<file path="src/rtl/store_buffer.sv">
// Posted-write store buffer: queues SW writes toward data memory and
// forwards the youngest matching queued store to same-cycle LW reads.
module store_buffer #(
  parameter int unsigned DEPTH = 4,
  parameter int unsigned ADR_W = 10,
  parameter logic [5:0]  OP_SW = 6'b101011,
  parameter logic [5:0]  OP_LW = 6'b100011
) (
  input  logic             CLK,
  input  logic             RST,
  input  logic [31:0]      Ins,
  input  logic [31:0]      Result,
  input  logic [31:0]      Rdata2,
  output logic             Stall,
  output logic             MemWE,
  output logic [ADR_W-1:0] MemAdr,
  output logic [31:0]      MemWdata,
  input  logic             MemReady,
  output logic [ADR_W-1:0] LdAdr,
  input  logic [31:0]      LdData,
  output logic [31:0]      LoadData,
  output logic             Empty
);
  localparam int unsigned PTR_W = (DEPTH > 1) ? $clog2(DEPTH) : 1;
  localparam int unsigned CNT_W = PTR_W + 1;
  localparam logic [CNT_W-1:0] FULL = CNT_W'(DEPTH);

  logic [ADR_W-1:0] adr_q  [DEPTH];
  logic [ADR_W-1:0] adr_d  [DEPTH];
  logic [31:0]      data_q [DEPTH];
  logic [31:0]      data_d [DEPTH];
  logic [PTR_W-1:0] head_q, head_d;
  logic [PTR_W-1:0] tail_q, tail_d;
  logic [CNT_W-1:0] count_q, count_d;
  logic [5:0]       opcode;
  logic [ADR_W-1:0] adr_m;
  logic             enq;
  logic             deq;
  logic             unused_ok;

  assign opcode    = Ins[31:26];
  assign adr_m     = Result[ADR_W-1:0];
  assign unused_ok = ^{Ins[25:0], Result[31:ADR_W]};

  // Drain side sees only registered state; Stall has no MemReady path.
  assign LdAdr    = adr_m;
  assign Stall    = (opcode == OP_SW) && (count_q == FULL);
  assign MemWE    = (count_q != '0);
  assign Empty    = (count_q == '0);
  assign MemAdr   = adr_q[head_q];
  assign MemWdata = data_q[head_q];

  // Queue next-state: enqueue at tail, retire head on accepted write.
  always_comb begin
    enq     = (opcode == OP_SW) && (count_q != FULL);
    deq     = (count_q != '0) && MemReady;
    adr_d   = adr_q;
    data_d  = data_q;
    head_d  = head_q + PTR_W'(deq);
    tail_d  = tail_q + PTR_W'(enq);
    count_d = count_q + CNT_W'(enq) - CNT_W'(deq);
    if (enq) begin
      adr_d[tail_q]  = adr_m;
      data_d[tail_q] = Rdata2;
    end
  end

  // Walk oldest to youngest so the last hit is the youngest match.
  always_comb begin : load_fwd
    logic [PTR_W-1:0] idx;
    LoadData = LdData;
    idx      = head_q;
    for (int unsigned i = 0; i < DEPTH; i++) begin
      idx = head_q + PTR_W'(i);
      if ((opcode == OP_LW) && (CNT_W'(i) < count_q) && (adr_q[idx] == adr_m)) begin
        LoadData = data_q[idx];
      end
    end
  end

  always_ff @(posedge CLK or negedge RST) begin
    if (!RST) begin
      head_q  <= '0;
      tail_q  <= '0;
      count_q <= '0;
      adr_q   <= '{default: '0};
      data_q  <= '{default: '0};
    end else begin
      head_q  <= head_d;
      tail_q  <= tail_d;
      count_q <= count_d;
      adr_q   <= adr_d;
      data_q  <= data_d;
    end
  end

endmodule

</file>
<file path="config.mk">
export PLATFORM = sky130hd
export DESIGN_NAME = store_buffer
export DESIGN_NICKNAME = d
export VERILOG_FILES = /design/src/rtl/store_buffer.sv
export SDC_FILE = /design/constraint.sdc
export NUM_CORES = 1
export LEC_CHECK = 0
export BUFFER_PORTS_ARGS = -buffer_cell sky130_fd_sc_hd__buf_4
export CAP_MARGIN = 20
export CORE_ASPECT_RATIO = 0.75
export CORE_MARGIN = 1.5
export CORE_UTILIZATION = 59
export CTS_BUF_LIST = sky130_fd_sc_hd__clkbuf_4 sky130_fd_sc_hd__clkbuf_8
export CTS_CLUSTER_SIZE = 24
export DETAILED_ROUTE_END_ITERATION = 10
export MAX_ROUTING_LAYER = met4
export PLACE_DENSITY_LB_ADDON = 0.08
export SYNTH_ARGS = -nofsm -noshare
export SYNTH_HDL_FRONTEND = slang
export SYNTH_SLANG_ARGS = --single-unit
export TNS_END_PERCENT = 1
</file>
<file path="constraint.sdc">
create_clock -name CLK -period 4.23 [get_ports CLK]
set_clock_uncertainty 0.05 [all_clocks]
set_input_delay 0.846 -clock CLK [delete_from_list [all_inputs] [get_ports CLK]]
set_output_delay 0.846 -clock CLK [all_outputs]
set_load 0.05 [all_outputs]
</file>
=== After elaboration in Yosys (flattened, before gate mapping) ===
Cells that the tools add are included.

* $add $sub $neg: 7
* $lt $le $gt $ge: 10
* Eq/ne operators: 8
* Multiplexer cells: 34
* Bitwise operators: 5
* Reduce and logical (&&, ||, !) cells: 14

{| class="wikitable"
|+ Operator list
! kind !! count
|-
| $mux 32 || 13
|-
| $bmux 32 s2 || 4
|-
| $bwmux 128 || 1
|-
| $mux 10 || 9
|-
| $bmux 10 s2 || 4
|-
| $demux 32 s2 || 1
|-
| $bwmux 40 || 1
|-
| $eq 10x10->1 || 4
|-
| $demux 10 s2 || 1
|-
| $ge 3x3->1 const B || 5
|-
| $not 2->3 || 5
|-
| $eq 6x6->1 const B || 2
|-
| $logic_and 1x1->1 || 12
|-
| $lt 1x3->1 const A || 2
|-
| $lt 2x3->1 const A || 2
|-
| $add 2x1->2 || 2
|-
| $add 2x2->2 const B || 2
|-
| $add 3x1->3 || 1
|-
| $eq 3x3->1 const B || 1
|-
| $logic_not 3->1 || 1
|-
| $lt 3x1->1 const B || 1
|-
| $ne 3x3->1 const B || 1
|-
| $reduce_bool 3->1 || 1
|-
| $sub 3x1->3 || 1
|-
| $add 2x1->2 const B || 1
|}

* Register bits after elaboration: 175
* Output and inout bits: 87
* Logic and storage cells: 89

=== Depth between registers and ports, before layout ===
Gate-level depths: netlist of run 1.

* Depth after elaboration: 10
* Gate-level depth with buffers: 13
* Gate-level depth less buffers: 9

=== Least setup slack after synthesis of run 1 ===
No wires, ideal clock.

* Kind: register to output
* From: register head_q[1]
* To: output LoadData[19]
* Data arrival time: 3484 ps
* Data required time: 3334 ps
* Slack: -150 ps
* Stages on the path, launching flop included: 14
* Buffers on the path: 7
* Cell sequence: dfrtp_1 buf_2 buf_6 buf_6 buf_4 buf_2 buf_2 buf_2 mux2i_1 a21oi_1 nand4_1 o211ai_2 and4bb_1 a221o_1

* Elaborated cells on any way between the ends: 43

{| class="wikitable"
|+ RTL lines
! element !! line !! text
|-
| from (decl) || 32 || <nowiki>logic [PTR_W-1:0] head_q, head_d;</nowiki>
|-
| from (signal assigned) || 83 || <nowiki>head_q <= '0;</nowiki>
|-
| from (signal assigned) || 89 || <nowiki>head_q <= head_d;</nowiki>
|-
| $not 2->3 || - ||
|-
| $bmux 32 s2 || - ||
|-
| $mux 32 (2 in series) || - ||
|-
| net MemWdata[19] || 17 || <nowiki>output logic [31:0] MemWdata,</nowiki>
|-
| $mux 32 (4 in series) || 75 || <nowiki>if ((opcode == OP_LW) && (CNT_W'(i) < count_q) && (adr_q[idx] == adr_m)) begin</nowiki>
|-
| to (decl) || 21 || <nowiki>output logic [31:0] LoadData,</nowiki>
|}

The timed path passes the listed nets, and every way through them passes these cells. The select of a mux whose other input is x is not followed.

=== Worst setup path in the final report of run 1 ===
* From: register head_q[0]
* To: output LoadData[0]

* Longest elaborated chain between the ends: 10
* Elaborated cells on any way between the ends: 43

{| class="wikitable"
|+ Ends and longest elaborated chain
! element !! line
|-
| $add 2x1->2 or $not 2->3 (tied branches) || 74, 75, 76
|-
| $not 2->3 (implied by the code) or $bmux 10 s2 (tied branches) || 75, 76
|-
| $bmux 10 s2 or $mux 10 (tied branches) || 75
|-
| $mux 10 (implied by the code) || 75
|-
| $mux 10 (implied by the code) or $eq 10x10->1 (tied branches) || 75
|-
| $eq 10x10->1 or $logic_and 1x1->1 (tied branches) || 75
|-
| $logic_and 1x1->1 or $mux 32 (tied branches) || 75
|-
| $mux 32 (2 in series) || 75
|-
| $mux 32 (*) || 75
|}

Every way passes the cells marked *; elsewhere a longest branch is shown, timed or not. The select of a mux whose other input is x is not followed.

==> metrics.yaml, run 1 <==
seq_area_frac_synth: 0.343
p_leak_nw: 7.28
synth_cell_types: 47
synthesis.area_um2: 12800
drive_gt1_frac: 0.452
crit_type: "flop to output pin"
critical-path-top-delay-family: "buffers and inverters"
synth_top_area_frac: 0.343
clock_path_buffers: 2
grt_pass1_vias: 9825
async_flop_share: 1.00
cts_sinks: 175
ant_nets: 0
gp_congestion: 0.862
drt_iter0_drc: 720
startpoint_type: "flop"
crit_chain: "buf_12 -> buf_8 -> mux4_2 -> xnor2_2 -> nand3_2 -> buf_6 -> nor4_4 -> buf_4 -> buf_12 -> nand2_1 -> and4bb_1 -> a221o_1 -> buf_6"
p_seq_frac: 0.280
core-area_um2: 21200
finalSetupTns_ns: -7.17
dp_hpwl_mm: 21.3
slew_headroom: 0.490
fmax_mhz: 222
synth.largest_area_cell: "dfrtp_1"
switching_share: 0.446
synthesis.nets: 1288
hold_ws_ns: 0.309
die_x_um: 173
antenna_found_initial: 0
end_kind: "output pin"
critPathMaxStageDelay_ns: 0.53
fin_ws_ns: -0.267
finalNetCount: 1448
grt_pass1_wl_mm: 54.1
nFillCells: 1574
clockRootBuffer: "clkbuf_8"
dr.pass1.iters: 5
finalHoldViolCount: 0
wl_per_cell_um: 21.2
wirelength_mm: 34.1
synth-edff-count: 0
period_minus_slack_ns: 4.50
reg2regPathDepth: 8
grt_overflow_total: 0
num_antenna_cells: 0
cts_hold_buf: 0
port_buffers: 169
synth_common_cells: "mux2_2, dfrtp_1, mux2i_1"
rows: 46
power.total_mw: 7.89
postSynthAreaPerCell_um2: 11.1
yosysMostFrequentCell: "mux2_2"
cp_num_buf_inv: 6
pwr-share-comb: 0.575
rsz0062_at_grt: "yes"
die-area_um2: 22500
clkTransAtPathRegs_ns: 0.10
drc_errors: 0
design.portCount: 218
cts-htree-levels: 4
numCtsBuffers: 17
clkLatencyLatePin_ns: 0.47
rr_startpoint: "count_q[0]$_DFF_PN0_"
grt_max_degree: 101
ys_warn_count: 0
critPathRequiredTime_ns: 3.33
violations: "setup timing"
arrival_ns: 3.60
finalSetupViolations: 32
syn_inst: 1150
path_max_fanout: 8
vias_per_cell: 6.17
grt_usage: 0.318
crit_slowest_cell: "dfrtp_4"
status: "finished with violations"
tightest_slew_ns: 0.766
power-per-cell-area_nw_per_um2: 512
internal-power_mw: 4.37
netlist_top_cells_area: "dfrtp_1, mux2_2, mux2i_1"
die_h_um: 130
cts_tree: "yes"
place_inst: 1550
slew_viol_final: 0
vdd_ir_drop_max_mv: 0.618
period_share: 1.06
hold_path.class: "primary input to asynchronous set/reset pin"
p_switching_mw: 3.52
cap_violations: 0
area_growth_syn_to_layout_pct: 20.9
timing.rr.end: "data_q[48]$_DFFE_PN0P_"
start_util: 0.602
final_cells: 1610
synth_flop_cell: "dfrtp_1"
num_vias: 9941
clkPwrFrac: 0.145
ys_ff_latch: 175
r2r_slack_ns: 2.03
repair_timing:
item / CTS / global route
setup endpoints to repair: 32 / 32
cloned: 6 / 0
resized for setup: 59 / 18
buffers inserted: 23 / 0
pin swaps: 8 / 7
registers in the layout, summed over array words and instances, names as in the netlist:
signal,flops
adr_q,40
count_q,3
data_q,128
head_q,2
tail_q,2
cells in the final DEF (no fill, tap or decap), types with 34 or more instances in the layout:
cell type and instances:
nand4_1 37, mux2_2 231, inv_1 39, o21ai_0 34, mux2i_1 161, xnor2_1 34, buf_6 38, nor2_1 36
nand2_1 63, dfrtp_1 173, buf_4 196
power by group through the flow:
stage	clock (mW)	combinational [mW]	sequential (mW)
floorplan	0	3.42	2.13
global route	1.24	4.83	2.25
finish	1.15	4.54	2.21
detailed placement	0	4.22	2.27
CTS	1.17	4.47	2.20
global placement	0	4.15	2.25
through the flow:
| step | area (µm²) | utilization | worst slack (ns) |
|---|---|---|---|
| 4_1_cts | 15300 | 0.724 | -0.263 |
| 2_1_floorplan | 12800 | - | -0.150 |
| 3_5_place_dp | 14400 | 0.681 | -0.0829 |
| 3_3_place_gp | 14400 | 0.681 | -0.0212 |
| 6_report | 15400 | 0.728 | -0.267 |
| 5_1_grt | 15400 | 0.728 | -0.385 |
worst max-delay path by stage:
stage	from	endpoint	slack, ns	cells past startpoint
floorplan	head_q[1]$_DFF_PN0_	LoadData[1]	-0.15	13
global placement	Ins[28]	LoadData[0]	-0.02	10
detailed placement	Ins[28]	LoadData[0]	-0.08	10
CTS	head_q[0]$_DFF_PN0_	LoadData[30]	-0.26	13
global route	head_q[0]$_DFF_PN0_	LoadData[0]	-0.39	13
finish	head_q[0]$_DFF_PN0_	LoadData[0]	-0.27	13
logic make-up after synthesis:
family                     share of synthesized area
adders and majority gates                    0.00746
xor gates and xnor gates                      0.0343
buffers and inverters                         0.0590
muxes                                          0.374
and+or+nand+nor                                0.101
AOI/OAI and AO/OA                             0.0803
DFF                                            0.343
worst register-to-register path, stage by stage, from the launching register on:
cell and delay [ns]:
dfrtp_1 0.41, nor2_1 0.09, nand2_1 0.10, nand2b_1 0.16, inv_1 0.18, nand2_1 0.12
nor2_4 0.10, buf_4 0.46, mux2_2 0.41
routing by layer:
layer,vias to the layer above,global-route usage,wire length [µm]
met1,4974,0.443,16000
met3,52,0.0536,2130
met4,0,0.0890,504
met2,343,0.481,15400
met5,-,-,0
li1,4572,-,-
area by class of cell:
| type | instances | area, µm² | share of cell area |
|---|---|---|---|
| clock buffers | 18 | 241 | 0.0157 |
| clock inverters | 13 | 130 | 0.00844 |
| inverters | 39 | 146 | 0.00949 |
| multi-input cells | 821 | 7800 | 0.506 |
| flip-flops and latches | 175 | 4390 | 0.284 |
| well taps | 288 | 360 | 0.0234 |
| repair buffers | 256 | 2360 | 0.153 |
(Power assumes the default switching activity.)
==> run 2: changes to the inputs <==
- CORE_ASPECT_RATIO: 0.75 -> not set
==> metrics.yaml, run 2 (same netlist as run 1, synthesis figures left out) <==
status: "finished with violations"  # unchanged
violations: "setup timing"  # unchanged
hold_path.class: "primary input to asynchronous set/reset pin"  # unchanged
clock_path_buffers: 2  # unchanged
drc_errors: 0  # unchanged
dr.pass1.iters: 5  # unchanged
core-area_um2: 21100  # was 21200 µm²
startpoint: "head_q[1]$_DFF_PN0_"  # was head_q[0]$_DFF_PN0_
crit_chain: "buf_12 -> mux4_2 -> xnor2_1 -> nand4_1 -> nor4_2 -> buf_4 -> and4bb_1 -> a221o_1 -> buf_6"  # was buf_12 -> buf_8 -> mux4_2 -> xnor2_2 -> nand3_2 -> buf_6 -> nor4_4 -> buf_4 -> buf_12 -> nand2_1 -> and4bb_1 -> a221o_1 -> buf_6
period_share: 1.06  # about the same
cts_tree: "yes"  # unchanged
power-per-cell-area_nw_per_um2: 524  # was 512 nW/µm²
port_buffers: 169  # unchanged
grt_pass1_vias: 9648  # was 9825
clkLatencyLatePin_ns: 0.47  # about the same
critPathRequiredTime_ns: 3.33  # about the same
cap_violations: 0  # unchanged
design.portCount: 218  # unchanged
fin_util: 0.723  # was 0.728
finalHoldViolCount: 0  # unchanged
rsz0062_at_grt: "yes"  # unchanged
rr_startpoint: "count_q[0]$_DFF_PN0_"  # unchanged
timing.rr.end: "adr_q[8]$_DFFE_PN0P_"  # was data_q[48]$_DFFE_PN0P_
drt_iter0_drc: 654  # was 720
die-area_um2: 22500  # about the same
arrival_ns: 3.59  # was 3.60 ns
ant_nets: 0  # unchanged
wl_per_cell_um: 20.1  # was 21.2 µm
crit_slowest_cell: "mux4_2"  # was dfrtp_4
wl_met3_mm: 1.72  # was 2.13 mm
drive_gt1_frac: 0.441  # was 0.452
start_util: 0.605  # was 0.602
rows: 53  # was 46
finalSetupViolations: 32  # unchanged
die_h_um: 150  # was 130 µm
fmax_mhz: 223  # was 222 MHz
slew_viol_final: 0  # unchanged
fin_ws_ns: -0.253  # was -0.267 ns
die_x_um: 150  # was 173 µm
wirelength_mm: 31.9  # was 34.1 mm
grt_pass1_wl_mm: 50.6  # was 54.1 mm
period_minus_slack_ns: 4.48  # was 4.50 ns
numCtsBuffers: 17  # unchanged
area_growth_syn_to_layout_pct: 19.6  # was 20.9%
wl_met1_mm: 14.2  # was 16.0 mm
top_regs: "data_q (128), adr_q (40), count_q (3)"  # unchanged
grt_usage: 0.297  # was 0.318
cts_hold_buf: 0  # unchanged
slew_headroom: 0.432  # was 0.490
vdd_ir_drop_max_mv: 0.453  # was 0.618 mV
layout_commonest_cell: "mux2_2"  # unchanged
vias_per_cell: 6.19  # was 6.17
antenna_found_initial: 0  # unchanged
r2r_slack_ns: 1.85  # was 2.03 ns
tightest_slew_ns: 0.852  # was 0.766 ns
regMostFlops: "data_q"  # unchanged
startpoint_type: "flop"  # unchanged
end_kind: "output pin"  # unchanged
p_leak_nw: 7.21  # was 7.28 nW
finalNetCount: 1438  # was 1448
num_antenna_cells: 0  # unchanged
largest_reg_flops: 128  # unchanged
final_cell_mix: "mux2_2, buf_4, dfrtp_1"  # unchanged
gp_congestion: 0.814  # was 0.862
reg2regPathDepth: 7  # was 8
clockRootBuffer: "clkbuf_8"  # unchanged
wl_met2_mm: 15.4  # about the same
critPathMaxStageDelay_ns: 0.52  # was 0.53 ns
cts_sinks: 175  # unchanged
post-place-ws_ns: -0.0483  # was -0.0829 ns
grt_overflow_total: 0  # unchanged
grt_max_degree: 125  # was 101
num_vias: 9832  # was 9941
crit_type: "flop to output pin"  # unchanged
path_max_fanout: 18  # was 8
cts-htree-levels: 4  # unchanged
clkTransAtPathRegs_ns: 0.10  # about the same
dp_hpwl_mm: 20.9  # was 21.3 mm
top_layer: "met4"  # unchanged
## run 2: cell count changes in the layout (fill, tap and decap cells not counted), sizes merged
cell / previous run / this run
clkinvlp: 3 / 1
inv: 44 / 42
clkbuf: 18 / 20
buf: 256 / 245
clkinv: 4 / 6
bufinv: 1 / 3
## run 2: power breakdown
part / total, mW / switching [mW] / internal, mW / leakage (nW)
sequential: 2.19 / 0.241 / 1.95 / 2.38
combinational: 4.52 / 2.57 / 1.95 / 4.61
clock: 1.28 / 0.661 / 0.619 / 0.217
## run 2: timing repair
item | in CTS | in global routing
gates cloned | 0 | 1
endpoints found under the hold margin | 0 | 0
setup buffers | 10 | 7
pin swaps | 2 | 5
gates resized for setup | 15 | 37
endpoints found under the setup margin | 32 | 32
## run 2: final cells by class
| type | instances | area (µm²) |
|---|---|---|
| fill | 1576 | 5840 |
| clock buffer | 19 | 255 |
| tap | 275 | 344 |
| multi-input combinational | 821 | 7760 |
| timing repair buffer | 246 | 2180 |
| clock inverter | 13 | 180 |
| inverter | 39 | 146 |
| sequential | 175 | 4390 |
## run 2: per-stage QoR
| step | instances | power (mW) | cell area [µm²] | setup TNS (ns) | hold slack (ns) |
|---|---|---|---|---|---|
| final | 1588 | 7.99 | 15300 | -6.50 | 0.343 |
| after global routing | 1588 | 8.43 | 15300 | -9.17 | 0.411 |
| after global placement | 1537 | 6.41 | 14400 | -0.314 | 0.458 |
| after detailed placement | 1537 | 6.49 | 14400 | -0.394 | 0.468 |
| after CTS | 1579 | 7.90 | 15000 | -6.43 | 0.382 |
| after floorplan | 1150 | 5.54 | 12800 | -4.22 | 0.444 |
## run 2: how the worst max path moves through the flow
stage	to	slack, ns	depth (start not counted)
final	LoadData[31]	-0.25	9
after detailed placement	LoadData[27]	-0.05	10
after CTS	LoadData[20]	-0.23	11
after floorplan	LoadData[1]	-0.15	13
after global placement	LoadData[27]	-0.05	10
after global routing	LoadData[26]	-0.32	13
## run 2: per-layer routing
metal / vias to the layer above / global-route usage
li1: 4557 / -
met2: 311 / 0.470
met3: 53 / 0.0329
met4: 0 / 0.0941
met1: 4911 / 0.403
met5: - / -
## run 2: critical path: cells and delay by family, from the launching register on
kind,cells,cell delay [ns]
and+or+nand+nor,3,0.82
buffers and inverters,3,0.69
muxes,1,0.52
DFF,1,0.50
AOI/OAI and AO/OA,1,0.31
xor gates and xnor gates,1,0.27
==> run 3: changes to the inputs <==
- CORE_UTILIZATION: 59 -> 64
- clock period: 4.23 -> 5.59 ns (I/O delays scaled with it)
==> metrics.yaml, run 3 (same netlist as run 1, synthesis figures left out) <==
wirelength_mm: 31.0  # was 31.9 mm
p_leak_nw: 6.86  # was 7.21 nW
finalSetupTns_ns: 0  # was -6.50 ns
die_h_um: 144  # was 150 µm
top_regs: "data_q (128), adr_q (40), count_q (3)"  # unchanged
arrival_ns: 4.14  # was 3.59 ns
hold_ws_ns: 0.484  # was 0.343 ns
numCtsBuffers: 17  # unchanged
core-area_um2: 19500  # was 21100 µm²
hold_path.class: "flop to flop"  # was primary input to asynchronous set/reset pin
cts_resized: 0  # was 15
period_minus_slack_ns: 5.31
vias_per_cell: 6.28  # was 6.19
grt_usage: 0.316  # was 0.297
clkLatencyLatePin_ns: 0.46  # was 0.47 ns
path_max_fanout: 42  # was 18
grt_pass1_wl_mm: 49.5  # was 50.6 mm
layout_commonest_cell: "mux2_2"  # unchanged
slew_viol_final: 0  # unchanged
period_share: 0.950
die-area_um2: 20800  # was 22500 µm²
dr.pass1.iters: 5  # unchanged
gp_congestion: 0.860  # was 0.814
start_util: 0.653  # was 0.605
startpoint_type: "flop"  # unchanged
wl_per_cell_um: 20.2  # was 20.1 µm
finalNetCount: 1395  # was 1438
area_growth_syn_to_layout_pct: 13.6  # was 19.6%
rsz0062_at_grt: "no"  # was yes
clockRootBuffer: "clkbuf_8"  # unchanged
largest_reg_flops: 128  # unchanged
antenna_found_initial: 0  # unchanged
tightest_slew_ns: 0.940  # was 0.852 ns
drc_errors: 0  # unchanged
critPathRequiredTime_ns: 4.42  # was 3.33 ns
grt_max_degree: 99  # was 125
num_antenna_cells: 0  # unchanged
ant_nets: 0  # unchanged
cts_setup_buffers: 0  # was 10
port_buffers: 169  # unchanged
vdd_ir_drop_max_mv: 0.298  # was 0.453 mV
design.portCount: 218  # unchanged
crit_type: "flop to output pin"  # unchanged
fmax_mhz: 188
cts-htree-levels: 4  # unchanged
cts_hold_buf: 0  # unchanged
post-place-ws_ns: 0.628  # was -0.0483 ns
status: "complete, no violations"  # was finished with violations
grt_overflow_total: 0  # unchanged
regMostFlops: "data_q"  # unchanged
grt_pass1_vias: 9392  # was 9648
clkTransAtPathRegs_ns: 0.09  # was 0.10 ns
final_cell_mix: "mux2_2, buf_4, dfrtp_1"  # unchanged
power-per-cell-area_nw_per_um2: 393  # was 524 nW/µm²
drt_iter0_drc: 575  # was 654
fin_ws_ns: 0.277  # was -0.253 ns
end_kind: "output pin"  # unchanged
slew_headroom: 0.373  # was 0.432
finalHoldViolCount: 0  # unchanged
dp_hpwl_mm: 20.4  # was 20.9 mm
cts_sinks: 175  # unchanged
clock_path_buffers: 2  # unchanged
drive_gt1_frac: 0.413  # was 0.441
rows: 51  # was 53
die_x_um: 144  # was 150 µm
num_vias: 9642  # was 9832
cap_violations: 0  # unchanged
finalSetupViolations: 0  # was 32
cts_tree: "yes"  # unchanged
run 3: layout make-up:
| class | instances | area (µm²) |
|---|---|---|
| fillers | 1472 | 5040 |
| clock inverters | 13 | 155 |
| well taps | 265 | 332 |
| clock buffers | 19 | 255 |
| inverters | 39 | 146 |
| multi-input cells | 821 | 7680 |
| flip-flops and latches | 175 | 4390 |
| repair buffers | 203 | 1530 |
run 3: final timing paths:
check,start,endpoint,slack (ns),cells past startpoint
max in group asynchronous,RST,data_q[9]$_DFFE_PN0P_,3.76,2
setup reg to reg,count_q[0]$_DFF_PN0_,data_q[7]$_DFFE_PN0P_,2.99,7
hold / removal,data_q[104]$_DFFE_PN0P_,data_q[104]$_DFFE_PN0P_,0.48,1
min in group asynchronous,RST,data_q[5]$_DFFE_PN0P_,0.65,1
hold reg to reg,data_q[104]$_DFFE_PN0P_,data_q[104]$_DFFE_PN0P_,0.48,1
setup / recovery,head_q[0]$_DFF_PN0_,LoadData[13],0.28,9
run 3: critical path, cell delays in order (launching register included):
cell and delay (ns):
dfrtp_4 0.88, mux4_2 0.60, xnor2_1 0.22, nand4_1 0.24
or4_2 0.76, buf_4 0.27, o211ai_2 0.11, and4bb_1 0.23
a221o_1 0.14, buf_4 0.20
run 3: stage by stage:
| stage | cell area [µm²] | utilization | power, mW | std cells |
|---|---|---|---|---|
| after floorplan | 12800 | - | 4.19 | 1150 |
| after global placement | 14100 | 0.721 | 4.72 | 1503 |
| after detailed placement | 14100 | 0.721 | 4.79 | 1503 |
| after CTS | 14500 | 0.742 | 5.70 | 1535 |
| after global routing | 14500 | 0.742 | 6.01 | 1535 |
| final | 14500 | 0.742 | 5.69 | 1535 |
run 3: layer usage:
metal,routed length [µm],global-route usage
met3,1880,0.0424
met4,405,0.0824
met1,13400,0.424
met5,0,-
met2,15300,0.510
run 3: where the power goes:
part           switching (mW)  internal, mW
clock network           0.486         0.424
registers               0.314          1.47
logic                    1.74          1.25
